$ cat src/rtl/sass_pkg.sv
// rtl/sass_pkg.sv - shared constants and voice state record for the SaSS voice allocator
package sass_pkg;
  localparam int NUM_KEYS   = 15;
  localparam int NUM_VOICES = 4;
  localparam int KEY_W      = $clog2(NUM_KEYS);
  localparam int RANK_W     = $clog2(NUM_VOICES);
  localparam logic [RANK_W-1:0] RANK_OLDEST = RANK_W'(NUM_VOICES - 1);

  typedef struct packed {
    logic              valid;
    logic [KEY_W-1:0]  key;
    logic [RANK_W-1:0] rank;
  } voice_t;
endpackage

$ cat src/rtl/sass_voice_alloc_if.sv
// rtl/sass_voice_alloc_if.sv - key bank in, voice control out
interface sass_voice_alloc_if;
  import sass_pkg::*;

  logic                        enable;
  logic [NUM_KEYS-1:0]         keys;
  logic [NUM_VOICES-1:0]       voice_valid;
  logic [NUM_VOICES*KEY_W-1:0] voice_key;
  logic [NUM_VOICES-1:0]       voice_trig;
  logic                        steal;

  modport master (
    output enable, keys,
    input  voice_valid, voice_key, voice_trig, steal
  );

  modport slave (
    input  enable, keys,
    output voice_valid, voice_key, voice_trig, steal
  );
endinterface

$ cat src/rtl/sass_prienc.sv
// rtl/sass_prienc.sv - lowest-set-bit priority encoder
module sass_prienc #(
  parameter int W  = 4,
  parameter int IW = (W > 1) ? $clog2(W) : 1
) (
  input  logic [W-1:0]  req,
  output logic          found,
  output logic [IW-1:0] idx
);
  always_comb begin
    found = |req;
    idx   = '0;
    for (int i = W - 1; i >= 0; i--) begin
      if (req[i]) idx = IW'(i);
    end
  end
endmodule

$ cat src/rtl/sass_voice_alloc.sv
// rtl/sass_voice_alloc.sv - polyphonic voice allocator with oldest-voice stealing
module sass_voice_alloc
  import sass_pkg::*;
(
  input  logic              hwclk,
  input  logic              reset,
  sass_voice_alloc_if.slave bus
);
  logic [NUM_KEYS-1:0]   keys_q, pending, rise, fall, granted, pending_next;
  logic [NUM_VOICES-1:0] live, trig_q;
  logic                  steal_q;
  voice_t                voices [NUM_VOICES];

  logic                  pend_found, free_found, alloc;
  logic [KEY_W-1:0]      gkey;
  logic [RANK_W-1:0]     free_idx, old_idx, vsel;

  assign rise = bus.keys & ~keys_q;
  assign fall = ~bus.keys & keys_q;

  // Releases are applied before the free search so a freed voice is reusable at once.
  always_comb begin
    live = '0;
    for (int v = 0; v < NUM_VOICES; v++) begin
      live[v] = voices[v].valid & ~fall[voices[v].key];
    end
  end

  always_comb begin
    old_idx = '0;
    for (int v = 0; v < NUM_VOICES; v++) begin
      if (voices[v].rank == RANK_OLDEST) old_idx = RANK_W'(v);
    end
  end

  sass_prienc #(.W(NUM_KEYS), .IW(KEY_W)) u_pend_enc (
    .req   (pending),
    .found (pend_found),
    .idx   (gkey)
  );

  sass_prienc #(.W(NUM_VOICES), .IW(RANK_W)) u_free_enc (
    .req   (~live),
    .found (free_found),
    .idx   (free_idx)
  );

  // A granted key that is released in the same cycle is consumed without sounding.
  assign granted      = pend_found ? (NUM_KEYS'(1) << gkey) : '0;
  assign pending_next = (pending | rise) & ~fall & ~granted;
  assign alloc        = pend_found & ~fall[gkey] & bus.enable;
  assign vsel         = free_found ? free_idx : old_idx;

  always_ff @(posedge hwclk) begin
    if (reset) begin
      keys_q  <= '0;
      pending <= '0;
      trig_q  <= '0;
      steal_q <= 1'b0;
      for (int v = 0; v < NUM_VOICES; v++) begin
        voices[v] <= '{valid: 1'b0, key: '0, rank: RANK_W'(v)};
      end
    end else begin
      keys_q  <= bus.keys;
      trig_q  <= '0;
      steal_q <= 1'b0;
      if (!bus.enable) begin
        pending <= '0;
        for (int v = 0; v < NUM_VOICES; v++) voices[v].valid <= 1'b0;
      end else begin
        pending <= pending_next;
        for (int v = 0; v < NUM_VOICES; v++) begin
          voices[v].valid <= live[v];
          if (alloc) begin
            if (RANK_W'(v) == vsel) begin
              voices[v].valid <= 1'b1;
              voices[v].key   <= gkey;
              voices[v].rank  <= '0;
              trig_q[v]       <= 1'b1;
            end else if (voices[v].rank < voices[vsel].rank) begin
              voices[v].rank <= voices[v].rank + 1'b1;
            end
          end
        end
        if (alloc) steal_q <= live[vsel];
      end
    end
  end

  for (genvar v = 0; v < NUM_VOICES; v++) begin : g_out
    assign bus.voice_valid[v]                = voices[v].valid;
    assign bus.voice_key[v*KEY_W +: KEY_W]   = voices[v].key;
  end
  assign bus.voice_trig = trig_q;
  assign bus.steal      = steal_q;
endmodule

$ cat src/flat_wrapper.sv
// flat-port wrapper written by rule: the top's interface ports become plain ports
module sass_voice_alloc_flat import sass_pkg::*;
  (hwclk, reset, bus_enable, bus_keys, bus_voice_valid, bus_voice_key, bus_voice_trig, bus_steal);
  sass_voice_alloc_if bus_i ();
  input  logic hwclk;
  input  logic reset;
  input wire logic [$bits(bus_i.enable)-1:0] bus_enable;
  input wire logic [$bits(bus_i.keys)-1:0] bus_keys;
  output wire logic [$bits(bus_i.voice_valid)-1:0] bus_voice_valid;
  output wire logic [$bits(bus_i.voice_key)-1:0] bus_voice_key;
  output wire logic [$bits(bus_i.voice_trig)-1:0] bus_voice_trig;
  output wire logic [$bits(bus_i.steal)-1:0] bus_steal;
  assign bus_i.enable = bus_enable;
  assign bus_i.keys = bus_keys;
  assign bus_voice_valid = bus_i.voice_valid;
  assign bus_voice_key = bus_i.voice_key;
  assign bus_voice_trig = bus_i.voice_trig;
  assign bus_steal = bus_i.steal;
  sass_voice_alloc u_core (.hwclk(hwclk), .reset(reset), .bus(bus_i));
endmodule
$ cat config.mk
export PLATFORM = sky130hd
export DESIGN_NAME = sass_voice_alloc_flat
export DESIGN_NICKNAME = d
export VERILOG_FILES = /design/src/rtl/sass_pkg.sv /design/src/rtl/sass_voice_alloc_if.sv /design/src/rtl/sass_prienc.sv /design/src/rtl/sass_voice_alloc.sv /design/src/flat_wrapper.sv
export SDC_FILE = /design/constraint.sdc
export NUM_CORES = 1
export LEC_CHECK = 0
export ABC_CLOCK_PERIOD_IN_PS = 3960
export CELL_PAD_IN_SITES_DETAIL_PLACEMENT = 0
export CELL_PAD_IN_SITES_GLOBAL_PLACEMENT = 2
export CORE_MARGIN = 2
export CORE_UTILIZATION = 32
export DETAILED_ROUTE_END_ITERATION = 7
export PLACE_DENSITY_LB_ADDON = 0.1
export SYNTH_ARGS = -nofsm -noshare
export SYNTH_HDL_FRONTEND = slang
export SYNTH_SLANG_ARGS = --single-unit
$ cat constraint.sdc
create_clock -name hwclk -period 3.96 [get_ports hwclk]
set_input_delay 0.792 -clock hwclk [delete_from_list [all_inputs] [get_ports hwclk]]
set_output_delay 0.792 -clock hwclk [all_outputs]
set_load 0.01 [all_outputs]
Word-level counts from Yosys, hierarchy flattened
Memory sizes are Yosys's and may differ from the RTL's.
Index checks and enable logic that the tools add are counted.
W data, S select, Z words.

storage, ports and cells
  memories kept = 1
  bits in registers = 35
  input port bits = 18
  bits in writable memories = 28
  memory bits (read-only) = 0
  output and inout port bits = 25
  latch bits = 0

memory list
  memory         depth  bits a word  rd ports  clocked after memory_dff  wr ports  RTL line                source
  u_core.voices  4      7            5         0                         4         sass_voice_alloc.sv:12  voice_t voices [NUM_VOICES];

cells by class
  reduce and logical (&&, ||, !) cells = 5
  multiplexer cells = 112
  equal/unequal tests = 6
  $mul = 0
  shift-type cells = 1
  add/subtract/negate cells = 4
  bitwise operators = 47
  magnitude comparators = 10
  div/mod/pow operators = 0

operators by type and width
  operator                count
  $mux W4                 19
  $mux W1                 71
  $and A15 B15 Y15        4
  $not A15 Y15            4
  $mux W2                 15
  $lt A4 B5 Y1 const B    5
  $or A1 B1 Y1            24
  $bmux W1 S4             5
  $mux W15                1
  $or A15 B15 Y15         1
  $reduce_or A15 Y1       1
  $shl A1 B4 Y15 const A  1
  $add A2 B1 Y2 const B   4
  $lt A2 B2 Y1            4
  $not A1 Y1              7
  $and A1 B1 Y1           6
  $eq A2 B2 Y1 const B    3
  $eq A2 B2 Y1 const A    2
  $not A4 Y4              1
  $reduce_or A4 Y1        1
  $lt A2 B3 Y1 const B    1
  $reduce_or A3 Y1        1
  $bmux W1 S2             1
  $eq A1 B2 Y1 const A    1
  2 further kinds         2

Depth between registers and ports, before layout
Gate-level depths: netlist of run 1.

  word-level depth = 26
  depth in mapped cells = 15
  depth with buffers taken out = 14

Hierarchy
Synthesis of run 1 repeated with hierarchy kept, for this count alone.

unflattened totals
  cell total of the unflattened synthesis = 408
  area total of the unflattened synthesis = 3917.5 µm²

by module, submodules not included
  module                            area each (µm²)  times used  seq. area each (µm²)  cells an instance
  sass_voice_alloc                  3723.6           1           1531.5                374
  sass_prienc at u_core.u_pend_enc  158.9            1           0.0                   27
  sass_prienc at u_core.u_free_enc  35.0             1           0.0                   7

Worst setup path before layout of run 1
Ideal clock, no wire load.

  kind = input -> register
  start point = input port bus_keys[12]
  end point = memory u_core.voices[2][1] (netlist name) (data pin)
  arrival = 3.900 ns
  slack = -0.195 ns
  required time = 3.705 ns
  stages = 13
  path through = or3b_1 a21oi_1 o22ai_1 o31ai_2 nor2_1 nor2_1 mux2_2 o21ai_0 ha_1 and4bb_1 a211o_1 and2b_1 a31o_1

RTL lines
  element          RTL line                source
  start, declared  flat_wrapper.sv:8       input wire logic [$bits(bus_i.keys)-1:0] bus_keys;
  end, declared    sass_voice_alloc.sv:12

==> flow_metrics.tcl, run 1 <==
set metrics [dict create \
    status "finished clean" \
    synthCells 438 \
    io_pins 43 \
    hold-worst-slack_ns 0.510 \
    ys_seq_area_share_pct 37.9 \
    grt_max_degree 29 \
    cp.arrival_ns 3.92 \
    first_iter_violations 181 \
    tightest_slew_ns 0.645 \
    place_area_um2 4970 \
    ys_warn_count 0 \
    routed_wl_um 13800 \
    crit_type "input pin to flip-flop" \
    grt_use_total_pct 21.6 \
    hold_path.class "flip-flop to flip-flop" \
    dieArea_um2 13500 \
    first_pass_iters 5 \
    synth_edf_count 27 \
    antenna_cells 0 \
    nets 558 \
    end_kind "flip-flop" \
    power.density_nw_per_um2 435 \
    critical-path-max-stage-delay_ns 0.52 \
    cts_tree "yes" \
    slew_violations 0 \
    clk-insertion-delay-late_ns 0.35 \
    fmax_ghz 0.262 \
    final_min_period_over_clock_period_pct 96.4 \
    setup_violations 0 \
    worstPathRequired_ns 4.06 \
    coreArea_um2 12500 \
    cts_root_buffer "clkbuf_16" \
    hold_viol 0 \
    initial_core_util_pct 32.4 \
    met1_usage_pct 28.3 \
    yosys.area.top_type_share_pct 20.1 \
    postRouteAntennaNets 0 \
    multi_input_area_um2 2410 \
    antenna_found_initial 0 \
    ys_types 75 \
    crit_path_start_kind "input pin" \
    min_period_ns 3.82 \
    r2r_start "u_core.voices[3][2]" \
    synth.most_common_cell "nor2_1" \
    grtUsageMet2_pct 35.0 \
    grt_pass1_wl_um 21200 \
    min_from "u_core.keys_q[0]" \
    grt-ovfl-total 0 \
    cts_made_buffers 9 \
    cap_violations 0 \
    synth-async-reset-ratio_pct 0 \
    h-tree-depth 3 \
    viasPerCell 5.21 \
    holdBufCountCts 0 \
    seq_area_um2 1530 \
    drive_above_1_share_pct 24.7 \
    crit_start "bus_keys[7]" \
    fin_area_um2 5500 \
    syn_area_per_cell_um2 9.22 \
    relSlewSlack_pct 56.8 \
    std_cell_rows 41 \
    drc_errors 0 \
    ys_top_cells_by_area "edfxtp_1, dfxtp_1, nor2b_1" \
    port_buffers 42 \
    slowest_stage "mux4_2" \
    place_congestion 0.844 \
    irDropWorstVdd_v 0.000173 \
    die_h_um 116 \
    use_met3_pct 4.67 \
    synth_area_um2 4040 \
    area_growth_pct 36.4 \
    grt_pass1_vias 3730 \
    routedWlPerCell_um 19.5 \
    cts.path.max_buffers 2 \
    dr_total_vias 3696 \
    crit_path_cell_trace "dlygate4sd2_1 -> nor2b_1 -> mux4_2 -> o32ai_4 -> a32o_2 -> nand2_2 -> nor2_4 -> buf_4 -> mux2i_1 -> nand2_1 -> o21ai_4 -> ha_2 -> and4bb_1 -> a211o_1 -> and2b_1 -> a31o_1" \
    synth_largest_area_cell "edfxtp_1" \
    regToRegSetupSlack_ns 0.28 \
    ys_ff_latch 63 \
    p_leak_nw 2.14 \
    clk_pin_slew_ns 0.06 \
    top_usage_layer "met2" \
    cp_max_fo 5 \
    n_fill_cell 1246 \
    die_w_um 116 \
    skew_ns 0.00689 \
    synth_ff_type "dfxtp_1" \
    power.total_mw 2.39 \
    post-dp-hpwl_um 10700 \
    clock_sinks 63 \
    synth_common_cells "nor2_1, nor2b_1, dfxtp_1" \
]
[path summary, 6_finish.rpt]
| kind | endpoint | depth (start not counted) |
|---|---|---|
| worst max register to register | u_core.voices[2][1] | 15 |
| worst max-delay path | u_core.voices[2][1] | 16 |
| worst min-delay path | u_core.pending[0] | 1 |
| worst min register to register | u_core.pending[0] | 1 |
[where the power goes]
| group | switching (mW) | internal, mW |
|---|---|---|
| Sequential | 0.0756 | 0.744 |
| Clock | 0.308 | 0.568 |
| Combinational | 0.366 | 0.330 |
| Total | 0.750 | 1.64 |
[cell type report]
| class | instances | area share (%) |
|---|---|---|
| sequential | 63 | 27.8 |
| clock buffer | 11 | 4.41 |
| multi-input combinational | 333 | 43.8 |
| tap | 172 | 3.91 |
| inverter | 13 | 0.887 |
| timing repair buffer | 113 | 17.7 |
| clock inverter | 5 | 1.48 |
[per-layer routing]
layer | vias up | part of all wire (%) | wire [µm]
li1 | 1821 | - | -
met3 | 14 | 4.3 | 590
met1 | 1792 | 47 | 6440
met4 | 0 | 1.9 | 267
met2 | 69 | 47 | 6540
met5 | - | 0 | 0
[cell families (layout without fill, tap and decap cells)]
kind of cell / count (synthesis) / after routing / synth area share [%]
and+or+nand+nor: 189 / 189 / 27.5
AOI/OAI and AO/OA: 123 / 123 / 23.1
DFF: 63 / 63 / 37.9
buffers and inverters: 44 / 142 / 6.11
muxes: 10 / 10 / 2.82
adders and majority gates: 7 / 7 / 2.17
other: 1 / 3 / 0.0929
xor gates and xnor gates: 1 / 1 / 0.217
[placed cells by master (no fill, tap or decap), types with 12 or more instances in the layout]
cell type	instances
nand2b_1	18
nand2_1	20
a21oi_1	30
clkdlybuf4s50_1	32
inv_1	12
buf_4	71
a211oi_1	14
nor2b_1	37
nor2_1	41
dfxtp_1	36
edfxtp_1	27
[repair_timing]
| action | CTS | global route |
|---|---|---|
| setup buffers | 1 | 5 |
| gates resized for setup | 7 | 36 |
| pin swaps | 1 | 16 |
| hold endpoints to repair | 0 | 0 |
| endpoints found under the setup margin | 6 | 16 |
[per-stage QoR]
stage	utilization [%]	setup TNS [ns]	instances	setup slack (ns)
final	44.2	0	710	0.141
after global routing	44.2	-0.0432	710	-0.0339
after CTS	42.8	0	705	0.00392
after detailed placement	39.9	-5.03	688	-0.462
after global placement	39.9	-4.23	688	-0.401
after floorplan	-	0	440	0.0441
[flip-flops by register name, summed over array words and instances, names as in the netlist]
name                   flops
u_core.voices             28
u_core.keys_q             15
u_core.pending            15
u_core.bus.voice_trig      4
u_core.bus.steal           1
[critical path: cells and delay by family]
| kind | cells | cell delay [ns] |
|---|---|---|
| adder cells (fa/ha/maj) | 1 | 0.19 |
| buffers and inverters | 2 | 0.39 |
| AO/OA/AOI/OAI | 5 | 1.06 |
| AND/OR/NAND/NOR | 6 | 0.80 |
| multiplexers | 2 | 0.70 |
No activity file was read; power rests on OpenSTA's default activity.
==> inputs of run 2 (changes only) <==
- GPL_TIMING_DRIVEN: default -> 0
==> flow_metrics.tcl, run 2 (synthesis gave the netlist of run 1 again) <==
set metrics [dict create \
    use_met3_pct 3.68 \
    nets 531 \
    grt_pass1_vias 3566 \
    skew_ns 0.00734 \
    cp_max_fo 5 \
    h-tree-depth 3 \
    cap_violations 0 \
    final_util_pct 42.7 \
    p_leak_nw 1.98 \
    clock_sinks 63 \
    grt_pass1_wl_um 20500 \
    end_kind "flip-flop" \
    clk_pin_slew_ns 0.06 \
    dpl_worst_slack_ns -1.05 \
    die_w_um 116 \
    reg_top3 "u_core.voices: 28 flops, u_core.keys_q: 15 flops, u_core.pending: 15 flops" \
    setup_violations 0 \
    first_pass_iters 4 \
    drive_above_1_share_pct 22.7 \
    status "finished clean" \
    top_usage_layer "met2" \
    cts_root_buffer "clkbuf_16" \
    layout_commonest_cell "nor2_1" \
    routed_wl_um 13500 \
    antenna_found_initial 1 \
    power.density_nw_per_um2 423 \
    cts_tree "yes" \
    grt_max_degree 12 \
    cts.path.max_buffers 2 \
    post-dp-hpwl_um 10200 \
    grtUsageMet2_pct 34.7 \
    hold-worst-slack_ns 0.513 \
    crit_path_start_kind "input pin" \
    min_from "u_core.keys_q[0]" \
    port_buffers 42 \
    regToRegSetupSlack_ns 0.25 \
    met1_usage_pct 27.2 \
    top_register "u_core.voices" \
    cp.arrival_ns 3.90 \
    fin_ws_ns 0.151 \
    tightest_slew_ns 1.12 \
    std_cell_rows 41 \
    place_congestion 0.872 \
    final_min_period_over_clock_period_pct 96.2 \
    initial_core_util_pct 32.4 \
    power.total_mw 2.25 \
    routedWlPerCell_um 19.8 \
    area_growth_pct 31.8 \
    holdBufCountCts 0 \
    relSlewSlack_pct 24.2 \
    clk-insertion-delay-late_ns 0.34 \
    postRouteAntennaNets 0 \
    drc_errors 0 \
    final_cell_mix "nor2_1, dfxtp_1, buf_4" \
    tns_ns 0 \
    grt_use_total_pct 21.0 \
    first_iter_violations 179 \
    r2r_start "u_core.pending[12]" \
    grt-ovfl-total 0 \
    worstPathRequired_ns 4.05 \
    die_h_um 116 \
    coreArea_um2 12500 \
    largest_reg_flops 28 \
    fmax_ghz 0.263 \
    cts_made_buffers 9 \
    hold_viol 0 \
    slew_violations 0 \
    crit_start "bus_keys[4]" \
    dieArea_um2 13500 \
    irDropWorstVdd_v 0.000231 \
    antenna_cells 0 \
    min_period_ns 3.81 \
    dr_total_vias 3653 \
    crit_type "input pin to flip-flop" \
    io_pins 43 \
    hold_path.class "flip-flop to flip-flop" \
    viasPerCell 5.35 \
]
==> run 2: path summary, 6_finish.rpt <==
check | endpoint | cells past startpoint
setup / recovery | u_core.voices[2][1] | 14
hold / removal | u_core.pending[0] | 1
setup reg to reg | u_core.voices[0][4] | 9
hold reg to reg | u_core.pending[0] | 1
==> run 2: through the flow <==
stage	std cells	instance area, µm²
2_1_floorplan	440	4050
3_3_place_gp	654	4680
3_5_place_dp	654	4680
4_1_cts	679	5180
5_1_grt	683	5320
6_report	683	5320
==> run 2: area by class of cell <==
class | count | area (µm²)
fillers | 1255 | 7150
multi-input cells | 333 | 2530
flip-flops and latches | 63 | 1530
repair buffers | 55 | 513
clock buffers | 13 | 270
well taps | 172 | 215
plain buffers | 31 | 198
inverters | 13 | 48.8
clock inverters | 3 | 16.3
==> run 2: worst max-delay path, cell delays in order <==
cell and delay, ns:
clkdlybuf4s15_1 0.24, nor2b_2 0.10, mux4_2 0.50, o32ai_4 0.25
a32o_2 0.22, nand2_4 0.08, nor2_4 0.12, mux2_2 0.36
o21ai_4 0.16, ha_2 0.20, and4bb_1 0.21, a211o_1 0.28
and2b_1 0.17, a31o_1 0.21
==> run 2: power by group <==
part | total [mW] | internal [mW] | switching (mW)
Combinational | 0.671 | 0.297 | 0.374
Clock | 0.771 | 0.473 | 0.297
Sequential | 0.809 | 0.744 | 0.0654
==> run 2: what timing repair did <==
action	4_1_cts	5_1_grt
gates resized for setup	43	37
pin swaps	9	8
endpoints found under the setup margin	16	18
setup buffers	9	4
==> run 2: per-layer routing <==
layer	share of wire (%)	up-vias
met5	0	-
met4	2.0	0
met3	4.4	16
met2	49	64
met1	45	1800
li1	-	1773
